$ cat src/rtl/pc_fetch_unit.sv
// pc_fetch_unit: fetch-stage program counter with prioritised next-PC selection and a direct-mapped BTB
// Next-PC priority: reset > redirect > stall > BTB prediction > pc+4.
// Optional build macro MISALIGN_TRAP_EN: misaligned redirects go to TRAP_VECTOR and pulse misalign.
// Ports:
//   clock, reset                 rising-edge clock, synchronous active-high reset
//   stall                        hold pc (hazard unit)
//   redirect_valid/target        execute-stage redirect
//   btb_wr_en/pc/target/taken    BTB install (taken=1) or tag-matched invalidate (taken=0)
//   pc, pc_valid                 registered fetch address and its qualifier
//   pred_taken                   combinational BTB hit on the current pc
//   misalign                     one-cycle misaligned-redirect flag (0 unless the macro is defined)
module pc_fetch_unit #(
  parameter int              XLEN         = 32,
  parameter logic [XLEN-1:0] RESET_VECTOR = 32'h01000000,
  parameter int              BTB_DEPTH    = 8,
  parameter logic [XLEN-1:0] TRAP_VECTOR  = 32'h01000100
) (
  input  logic            clock,
  input  logic            reset,
  input  logic            stall,
  input  logic            redirect_valid,
  input  logic [XLEN-1:0] redirect_target,
  input  logic            btb_wr_en,
  input  logic [XLEN-1:0] btb_wr_pc,
  input  logic [XLEN-1:0] btb_wr_target,
  input  logic            btb_wr_taken,
  output logic [XLEN-1:0] pc,
  output logic            pc_valid,
  output logic            pred_taken,
  output logic            misalign
);
  localparam int IDX = $clog2(BTB_DEPTH);
  localparam int TW  = XLEN - IDX - 2;
  logic [XLEN-1:0] r_pc;
  logic            r_pc_valid;
  logic            r_btb_valid  [BTB_DEPTH];
  logic [TW-1:0]   r_btb_tag    [BTB_DEPTH];
  logic [XLEN-1:0] r_btb_target [BTB_DEPTH];
  logic [IDX-1:0]  w_rd_idx, w_wr_idx;
  logic [TW-1:0]   w_wr_tag;
  logic            w_hit;
  logic [XLEN-1:0] w_redir_pc, w_next;
  logic            w_unused;
  assign w_rd_idx = r_pc[IDX+1:2];
  assign w_wr_idx = btb_wr_pc[IDX+1:2];
  assign w_wr_tag = btb_wr_pc[XLEN-1:IDX+2];
  assign w_hit    = r_pc_valid & r_btb_valid[w_rd_idx] & (r_btb_tag[w_rd_idx] == r_pc[XLEN-1:IDX+2]);
`ifdef MISALIGN_TRAP_EN
  logic w_mis;
  logic r_misalign;
  assign w_mis      = |redirect_target[1:0];
  assign w_redir_pc = w_mis ? TRAP_VECTOR : {redirect_target[XLEN-1:2], 2'b00};
  assign misalign   = r_misalign;
  assign w_unused   = &{1'b0, btb_wr_pc[1:0]};
  always_ff @(posedge clock)
    r_misalign <= reset ? 1'b0 : redirect_valid & w_mis;
`else
  assign w_redir_pc = {redirect_target[XLEN-1:2], 2'b00};
  assign misalign   = 1'b0;
  assign w_unused   = &{1'b0, btb_wr_pc[1:0], redirect_target[1:0], TRAP_VECTOR};
`endif
  // The pc holds through the post-reset cycle unless a redirect arrives.
  assign w_next = redirect_valid            ? w_redir_pc :
                  (!r_pc_valid || stall)    ? r_pc :
                  w_hit                     ? r_btb_target[w_rd_idx] :
                                              r_pc + XLEN'(4);
  always_ff @(posedge clock) begin
    if (reset) begin
      r_pc       <= RESET_VECTOR;
      r_pc_valid <= 1'b0;
      for (int i = 0; i < BTB_DEPTH; i++) r_btb_valid[i] <= 1'b0;
    end else begin
      r_pc       <= w_next;
      r_pc_valid <= 1'b1;
      if (btb_wr_en) begin
        if (btb_wr_taken) begin
          r_btb_valid[w_wr_idx]  <= 1'b1;
          r_btb_tag[w_wr_idx]    <= w_wr_tag;
          r_btb_target[w_wr_idx] <= btb_wr_target;
        end else if (r_btb_tag[w_wr_idx] == w_wr_tag) begin
          r_btb_valid[w_wr_idx]  <= 1'b0;
        end
      end
    end
  end
  assign pc         = r_pc;
  assign pc_valid   = r_pc_valid;
  assign pred_taken = w_hit;
endmodule

$ cat config.mk
export PLATFORM = sky130hd
export DESIGN_NAME = pc_fetch_unit
export DESIGN_NICKNAME = d
export VERILOG_FILES = /design/src/rtl/pc_fetch_unit.sv
export SDC_FILE = /design/constraint.sdc
export NUM_CORES = 1
export LEC_CHECK = 0
export CAP_MARGIN = 20
export CORE_UTILIZATION = 40
export CTS_CLUSTER_SIZE = 40
export DETAILED_ROUTE_END_ITERATION = 10
export DONT_BUFFER_PORTS = 1
export PLACE_DENSITY = 0.58
export SYNTH_ARGS = -nofsm -noshare
export SYNTH_HDL_FRONTEND = slang
export SYNTH_SLANG_ARGS = --single-unit
$ cat constraint.sdc
create_clock -name clock -period 16.9 [get_ports clock]
set_input_delay 2.535 -clock clock [delete_from_list [all_inputs] [get_ports clock]]
set_output_delay 2.535 -clock clock [all_outputs]
set_load 0.005 [all_outputs]
==> results of run 1 <==
worst reg2reg max path: cells and delay by family, from the launching register on:
family / cells / cell delay, ns
AOI/OAI and AO/OA: 1 / 0.56
muxes: 2 / 1.25
DFF: 1 / 0.50
xor gates and xnor gates: 1 / 0.20
buffers and inverters: 3 / 1.66
and+or+nand+nor: 4 / 1.21
worst paths after layout:
path | slack [ns] | to | depth (start not counted)
setup reg to reg | 11.36 | flip-flop | 11
hold reg to reg | 0.58 | flip-flop | 2
hold / removal | 0.58 | flip-flop | 2
setup / recovery | 9.40 | pred_taken | 9
power groups by stage:
stage | Clock (W) | Combinational, W | Sequential [W]
6_report | 0.00122 | 0.000175 | 0.00144
2_1_floorplan | 0 | 0.000142 | 0.00145
4_1_cts | 0.00124 | 0.000177 | 0.00144
3_5_place_dp | 0 | 0.000176 | 0.00146
3_3_place_gp | 0 | 0.000176 | 0.00146
5_1_grt | 0.00129 | 0.000187 | 0.00144
registers in the layout, summed over array words and instances (netlist names), named ones only:
signal / count
pc: 30
pc_valid: 1
r_btb_tag: 216
r_btb_target: 256
r_btb_valid: 8
area by class of cell:
cell class                 count  area share
timing repair buffer          31    0.009647
clock buffer                  66     0.05584
sequential                   516      0.6019
clock inverter                32     0.01641
multi-input combinational    646      0.2778
inverter                       6   0.0008951
antenna                        3   0.0002984
tap                          748     0.03720
through the flow:
stage / std cells / hold slack, ns / power, W / worst slack [ns] / utilization
2_1_floorplan: 1256 / 0.5083 / 0.001596 / 7.026 / -
3_3_place_gp: 1946 / 0.5562 / 0.001640 / 10.06 / 0.4218
3_5_place_dp: 1946 / 0.5668 / 0.001641 / 10.06 / 0.4218
4_1_cts: 2044 / 0.5789 / 0.002855 / 9.391 / 0.4547
5_1_grt: 2048 / 0.5894 / 0.002914 / 9.189 / 0.4549
6_report: 2048 / 0.5793 / 0.002836 / 9.402 / 0.4549
layer usage:
metal	share of wire	track usage	vias up	wire (um)
li1	-	-	5227	-
met1	0.41	0.2765	6401	24110
met2	0.48	0.3365	491	28560
met3	0.085	0.05716	87	5051
met4	0.030	0.07148	0	1792
met5	0	0	-	0
cells by family after synthesis:
family / Yosys count / synth area share
muxes: 235 / 0.1794
other: 1 / 0.0001668
and+or+nand+nor: 154 / 0.03561
adders and majority gates: 1 / 0.0005563
DFF: 516 / 0.6730
xor gates and xnor gates: 80 / 0.03116
AOI/OAI and AO/OA: 175 / 0.06104
buffers and inverters: 94 / 0.01903
synthesized netlist by cell type, drive strengths merged, types with 28 or more instances:
cell type / count / area, sq um
xnor2: 44 / 385.4
nor2b: 28 / 175.2
clkbuf: 53 / 198.9
a22oi: 44 / 330.3
mux2i: 61 / 610.6
a221oi: 29 / 254.0
xor2: 36 / 315.3
mux2: 44 / 495.5
edfxtp: 480 / 14410
dfxtp: 36 / 720.7
mux4: 130 / 2928
buf: 35 / 206.5
nor2: 41 / 153.9
==> flow_summary.yaml, run 1 <==
place:
  postPlaceCellArea_sq_mm: 0.02333
  gp_congestion: 0.8142
  port_buffers: 0
  hpwl_um: 35760
critical_path:
  cp.arrival_ns: 4.96
  worst-setup-path-type: "flip-flop to output port"
  path_cells: "buf_4, buf_4, mux4_2, mux2i_1, xor2_1, nand4_1, or4_1, nor4_2, buf_4"
  cp_slowest_stage_delay_ns: 0.67
  crit_path_start_kind: "flip-flop"
  cp.required_ns: 14.37
  cp_common_cell: "buf_4"
  endpoint_kind: "output port"
  cp_slowest_cell: "buf_4"
  cp_max_fo: 34
  critPathBufInv: 3
  crit_family: "buffers and inverters"
clock_tree:
  cts_setup_buffers: 0
  clk_latency_ns: 0.61
  clkSinkCount: 516
  cts_root_buffer: "clkbuf_16"
  cts_buffer_depth: 3
  hold_buffers: 0
  cts.htree.levels: 2
  cts_inserted_buffers: 53
  clk_pin_slew_ns: 0.06
  ctsResizeCount: 0
  cts_tree: "done"
global_routing:
  overflow: 0
  antenna_found_initial: 3
  grt_pass1_wl_um: 86480
  grt_pass1_vias: 12530
  grt_max_degree: 115
  track_usage: 0.2103
yosys:
  ys_warn_count: 0
  synthFlopType: "edfxtp_1"
  syn_area_sq_mm: 0.02249
  synth_edf_count: 480
  async_flop_share: 0
  ys_seq_elements: 516
  syn_nets: 1359
  ys_types: 53
  ys_seq_area_frac: 0.6730
  syn_area_per_cell_sq_um: 17.90
  syn_inst: 1256
floorplan:
  start_util: 0.4066
  num_rows: 86
  core_sq_mm: 0.05531
  die_w_um: 239.1
  die_y_um: 239.1
  design.die.area_sq_mm: 0.05717
  io-pin-count: 137
timing:
  setup_viol: 0
  tightest_slew_ns: 1.132
  grt_setup_unrepaired: "false"
  max_freq_mhz: 133.4
  setup-tns-final_ns: 0
  period_needed_ns: 7.498
  max_slew_margin: 0.2455
  fin_skew_ns: 0.02238
  min_period_over_period: 0.4437
  final_hold_viol_count: 0
  slew_viol_final: 0
drt:
  routed_via_density: 5.960
  dr.pass1.iters: 5
  drt_iter0_markers: 1158
  num_vias: 12210
  wl_per_cell_um: 29.06
  drt_wl_total_um: 59510
  drcViolationCount: 0
  ant_nets: 0
pwr:
  p_sw_frac: 0.2137
  power.leakage_nw: 7.730
  power.internal_w: 0.002230
  p_sw_w: 0.0006061
  power_frac_comb: 0.062
  clkPwrFrac: 0.431
  p_per_area_mw_per_mm2: 112.7
  p_seq_frac: 0.507
  peakVddDrop_uv: 69.47
job:
  maxCapViolCount: 0
layout:
  finalNetCount: 1357
  num-fill-cells: 4745
  regArea_sq_mm: 0.01515
  layout-drive-gt1-share: 0.2367
  multiInputGateArea_sq_mm: 0.006989
  layout_common_cells: "edfxtp_1, mux4_2, mux2i_1"
  syn_to_final_growth_pct: 11.90
  final_common_cell: "edfxtp_1"
  fin_area_sq_mm: 0.02516
hold_path:
  holdCritPathClass: "flip-flop to flip-flop"
outcome:
  status: "finished, final reports clean"
(Power assumes the default switching activity.)
==> inputs of run 2 (changes only) <==
==> constraint.sdc (replaced) <==
create_clock -name clock -period 7.05 [get_ports clock]
set_input_delay 1.0575 -clock clock [delete_from_list [all_inputs] [get_ports clock]]
set_output_delay 1.0575 -clock clock [all_outputs]
set_load 0.005 [all_outputs]
==> run 2 against run 1 <==
Count of clock-buffer cells in the layout is 4 lower. Sequential power is 140% higher. Utilization is 0.12 points higher. Clock skew is 0.0085 ns higher. Die area stayed put. Critical path depth is 2 lower. Clock power is 140% higher. Non-clock buffer count stayed put. Wire length is 0.42% higher.
==> flow_summary.yaml, run 2 (synthesis results as in run 1) <==
outcome:
  status: "finished, final reports clean"
layout:
  final_cells: 2047
  largest_register_ffs: 256
  layout_common_cells: "edfxtp_1, mux4_2, mux2i_1"
  syn_to_final_growth_pct: 12.19
  final_common_cell: "edfxtp_1"
  regArea_sq_mm: 0.01515
  finalNetCount: 1357
  regMostFlops: "r_btb_target"
  multiInputGateArea_sq_mm: 0.007000
  num-fill-cells: 4751
  fin_area_sq_mm: 0.02523
  layout-drive-gt1-share: 0.2365
clock_tree:
  hold_buffers: 0
  clk_latency_ns: 0.62
  cts_inserted_buffers: 53
  cts_root_buffer: "clkbuf_16"
  cts.htree.levels: 2
  cts_buffer_depth: 3
  cts_tree: "done"
  cts_setup_buffers: 0
  ctsResizeCount: 0
  clk_pin_slew_ns: 0.06
  clkSinkCount: 516
timing:
  fin_skew_ns: 0.03088
  period_needed_ns: 5.000
  max_freq_mhz: 200.0
  grt_setup_unrepaired: "false"
  final_hold_viol_count: 0
  hold-worst-slack_ns: 0.5144
  max_slew_margin: 0.3222
  tightest_slew_ns: 1.012
  min_period_over_period: 0.7092
  setup_viol: 0
  slew_viol_final: 0
global_routing:
  met3_usage: 0.04665
  use_met1: 0.2786
  grtUsageMet2: 0.3442
  overflow: 0
  antenna_found_initial: 1
  grt_pass1_wl_um: 86790
  grt_pass1_vias: 12570
  track_usage: 0.2108
  grt_max_degree: 75
  grt.busiest_layer: "met2"
pwr:
  p_sw_w: 0.001458
  p_per_area_mw_per_mm2: 271.6
  power_frac_comb: 0.059
  power.internal_w: 0.005393
  peakVddDrop_uv: 196.2
  p_sw_frac: 0.2128
  p_seq_frac: 0.506
  clkPwrFrac: 0.436
  power.leakage_nw: 7.746
drt:
  drt_iter0_markers: 999
  drcViolationCount: 0
  wl_per_cell_um: 29.19
  routed_via_density: 6.015
  drt_wl_total_um: 59760
  ant_nets: 0
  dr.pass1.iters: 7
  num_vias: 12310
critical_path:
  endpoint_kind: "output port"
  crit_path_start_kind: "flip-flop"
  ff2ff_setup_slack_ns: 2.26
  cp_max_fo: 39
  cp.arrival_ns: 3.94
  worst-setup-path-type: "flip-flop to output port"
  cp_slowest_cell: "dfxtp_4"
  cp.required_ns: 5.99
  cp_slowest_stage_delay_ns: 0.91
  path_cells: "mux4_2, mux2i_1, xor2_1, nand4_1, or4_1, nor4_2, buf_4"
hold_path:
  holdCritPathClass: "input pin to flip-flop"
floorplan:
  start_util: 0.4066
  num_rows: 86
  design.die.area_sq_mm: 0.05717
  die_w_um: 239.1
  core_sq_mm: 0.05531
  die_y_um: 239.1
  io-pin-count: 137
place:
  port_buffers: 0
  dp_cells: 1946
  hpwl_um: 36160
  postPlaceCellArea_sq_mm: 0.02335
  gp_congestion: 0.8287
job:
  maxCapViolCount: 0
## run 2: cell types whose count changed in the layout (fill, tap and decap cells not counted), sizes merged
cell	before	now
clkinv	19	23
clkbuf	66	63
bufinv	9	11
diode	3	1
buf	31	30
clkinvlp	3	4
inv	7	5
## run 2: metrics by stage
step,setup WS (ns),total power (W),util,setup TNS [ns]
CTS,1.978,0.006908,0.4559,0
global placement,2.185,0.003934,0.4223,0
detailed placement,2.219,0.003936,0.4223,0
global route,1.868,0.007039,0.4561,0
finish,2.050,0.006851,0.4561,0
floorplan,-1.262,0.003825,-,-223.28
## run 2: worst paths after layout
| path | from | endpoint | cells past startpoint |
|---|---|---|---|
| setup / recovery | flip-flop | pred_taken | 7 |
| hold / removal | reset | pc_valid$_DFF_P_ | 1 |
| setup reg to reg | flip-flop | flip-flop | 8 |
| hold reg to reg | flip-flop | flip-flop | 2 |
## run 2: metal layers
layer | wire length, um | vias to the layer above
li1 | - | 5230
met2 | 28780 | 432
met3 | 4154 | 92
met5 | 0 | -
met1 | 25100 | 6558
met4 | 1719 | 0
## run 2: worst max-delay path, delay by kind of cell (launching register included)
family / cells / cell delay [ns]
DFF: 1 / 0.91
muxes: 2 / 1.06
xor gates and xnor gates: 1 / 0.28
buffers and inverters: 1 / 0.32
and+or+nand+nor: 3 / 0.70
## run 2: cell type report
class | instances | area share
repair buffers | 31 | 0.01022
inverters | 6 | 0.0008928
clock inverters | 37 | 0.01949
clock buffers | 62 | 0.05431
flip-flops and latches | 516 | 0.6004
multi-input cells | 646 | 0.2775
well taps | 748 | 0.03710
diodes | 1 | 0.00009920
## run 2: power groups by stage
stage	clock [W]	sequential (W)	combinational, W
after floorplan	0	0.00348	0.000342
after global placement	0	0.00353	0.000405
after detailed placement	0	0.00353	0.000405
after CTS	0.00304	0.00347	0.000406
after global routing	0.00314	0.00347	0.000429
final	0.00298	0.00347	0.000401
==> inputs of run 3 (changes only) <==
--- a/config.mk
+++ b/config.mk
@@ -10,7 +10,7 @@
 export CTS_CLUSTER_SIZE = 40
 export DETAILED_ROUTE_END_ITERATION = 10
 export DONT_BUFFER_PORTS = 1
-export PLACE_DENSITY = 0.58
+export PLACE_DENSITY = 0.6
 export SYNTH_ARGS = -nofsm -noshare
 export SYNTH_HDL_FRONTEND = slang
 export SYNTH_SLANG_ARGS = --single-unit
==> constraint.sdc (replaced) <==
create_clock -name clock -period 4.26 [get_ports clock]
set_input_delay 0.639 -clock clock [delete_from_list [all_inputs] [get_ports clock]]
set_output_delay 0.639 -clock clock [all_outputs]
set_load 0.005 [all_outputs]
==> run 3 against run 2 <==
Global-route usage grew 0.21 points. Die area unchanged. Worst hold slack worse by 0.39 ns. Clock power grew 48%. Critical path type unchanged. Critical endpoint unchanged.
==> flow_summary.yaml, run 3 (synthesis results as in run 1) <==
drt:
  wl_per_cell_um: 28.73
  dr_wl_met3_um: 5213
  num_vias: 12420
  dr.max_layer_used: "met4"
  dr.pass1.iters: 6
  drt_iter0_markers: 1336
  drcViolationCount: 0
  dr_wl_met2_um: 28960
  drt_wl_total_um: 60130
  routed_via_density: 5.935
  wl_met1_um: 24140
  ant_nets: 0
pwr:
  power.leakage_nw: 7.939
  peakVddDrop_uv: 243.3
  p_sw_w: 0.002358
  power.internal_w: 0.008506
  p_sw_frac: 0.2170
  clkPwrFrac: 0.405
  p_per_area_mw_per_mm2: 426.2
  p_seq_frac: 0.525
  power_frac_comb: 0.070
clock_tree:
  cts_inserted_buffers: 51
  cts_buffer_depth: 3
  cts_root_buffer: "clkbuf_16"
  clkSinkCount: 516
  cts_tree: "done"
  cts.htree.levels: 2
  clk_latency_ns: 0.61
  hold_buffers: 0
  clk_pin_slew_ns: 0.06
floorplan:
  io-pin-count: 137
  core_sq_mm: 0.05531
  die_y_um: 239.1
  design.die.area_sq_mm: 0.05717
  start_util: 0.4066
  die_w_um: 239.1
  num_rows: 86
timing:
  fin_skew_ns: 0.02028
  setup_viol: 0
  min_period_over_period: 0.9460
  setup-tns-final_ns: 0
  slew_viol_final: 0
  tightest_slew_ns: 1.062
  period_needed_ns: 4.030
  grt_setup_unrepaired: "false"
  hold-worst-slack_ns: 0.1249
  fin_ws_ns: 0.2300
  final_hold_viol_count: 0
  max_freq_mhz: 248.1
  max_slew_margin: 0.2866
global_routing:
  track_usage: 0.2129
  antenna_found_initial: 5
  grt_pass1_vias: 12630
  overflow: 0
  grt_max_degree: 75
  grt_pass1_wl_um: 87080
layout:
  final_common_cell: "edfxtp_1"
  multiInputGateArea_sq_mm: 0.007028
  regMostFlops: "r_btb_target"
  largest_register_ffs: 256
  final_cells: 2093
  num-fill-cells: 4755
  layout_common_cells: "edfxtp_1, mux4_2, buf_4"
  regArea_sq_mm: 0.01515
  layout-drive-gt1-share: 0.2640
  finalNetCount: 1407
  syn_to_final_growth_pct: 13.36
place:
  hpwl_um: 37470
  gp_congestion: 0.8158
  dp_cells: 1992
  dp_slack_ns: 0.3450
  port_buffers: 0
critical_path:
  cp_slowest_cell: "mux4_2"
  worst-setup-path-type: "flip-flop to output port"
  cp.required_ns: 3.62
  critPathBufInv: 3
  crit_path_start_kind: "flip-flop"
  path_cells: "buf_4, mux4_2, mux2i_1, buf_4, xor2_1, nand4_1, or4_1, nor4_2, buf_12"
  cp_slowest_stage_delay_ns: 0.51
  cp.arrival_ns: 3.39
  cp_common_cell: "buf_4"
  crit_family: "simple AND/OR/NAND/NOR gates"
  endpoint_kind: "output port"
  cp_max_fo: 20
hold_path:
  holdCritPathClass: "input pin to flip-flop"
job:
  maxCapViolCount: 0
outcome:
  status: "finished, final reports clean"
## run 3: stage by stage
step                      utilization  total power (W)  cell area [sq um]
after floorplan                     -         0.006331              22530
after global placement         0.4301         0.006553              23790
after detailed placement       0.4301         0.006559              23790
after CTS                      0.4593          0.01091              25400
after global routing           0.4609          0.01115              25490
final                          0.4609          0.01086              25490
## run 3: area by class of cell
cell class | instances | share of cell area
Antenna cell | 4 | 0.0003927
Clock buffer | 69 | 0.05547
Clock inverter | 21 | 0.007854
Inverter | 6 | 0.0008835
Multi-Input combinational cell | 646 | 0.2757
Sequential cell | 516 | 0.5942
Tap cell | 748 | 0.03672
Timing Repair Buffer | 83 | 0.02881
## run 3: worst paths after layout
kind / slack, ns / cells after the start / end / startpoint
setup reg to reg: 0.48 / 12 / pc[2]$_SDFFE_PP0N_ / flip-flop
hold reg to reg: 0.57 / 2 / flip-flop / flip-flop
setup / recovery: 0.23 / 9 / pred_taken / flip-flop
hold / removal: 0.12 / 0 / r_btb_target[2][19]$_DFFE_PP_ / btb_wr_target[19]
## run 3: power by group through the flow
stage	combinational (W)	sequential (W)	clock (W)
floorplan	0.000568	0.00576	0
global placement	0.000746	0.00581	0
detailed placement	0.000749	0.00581	0
CTS	0.000751	0.00570	0.00446
global route	0.000813	0.00570	0.00464
finish	0.000761	0.00570	0.00440
## run 3: routing by layer
metal  vias up  track usage
met5         -            0
met4         0      0.07634
met3        98      0.06005
met2       514       0.3407
met1      6492       0.2771
li1       5319            -
## run 3: timing repair
action	in CTS	in global routing
endpoints found under the setup margin	0	1
setup buffers	0	7
gates resized for setup	0	3
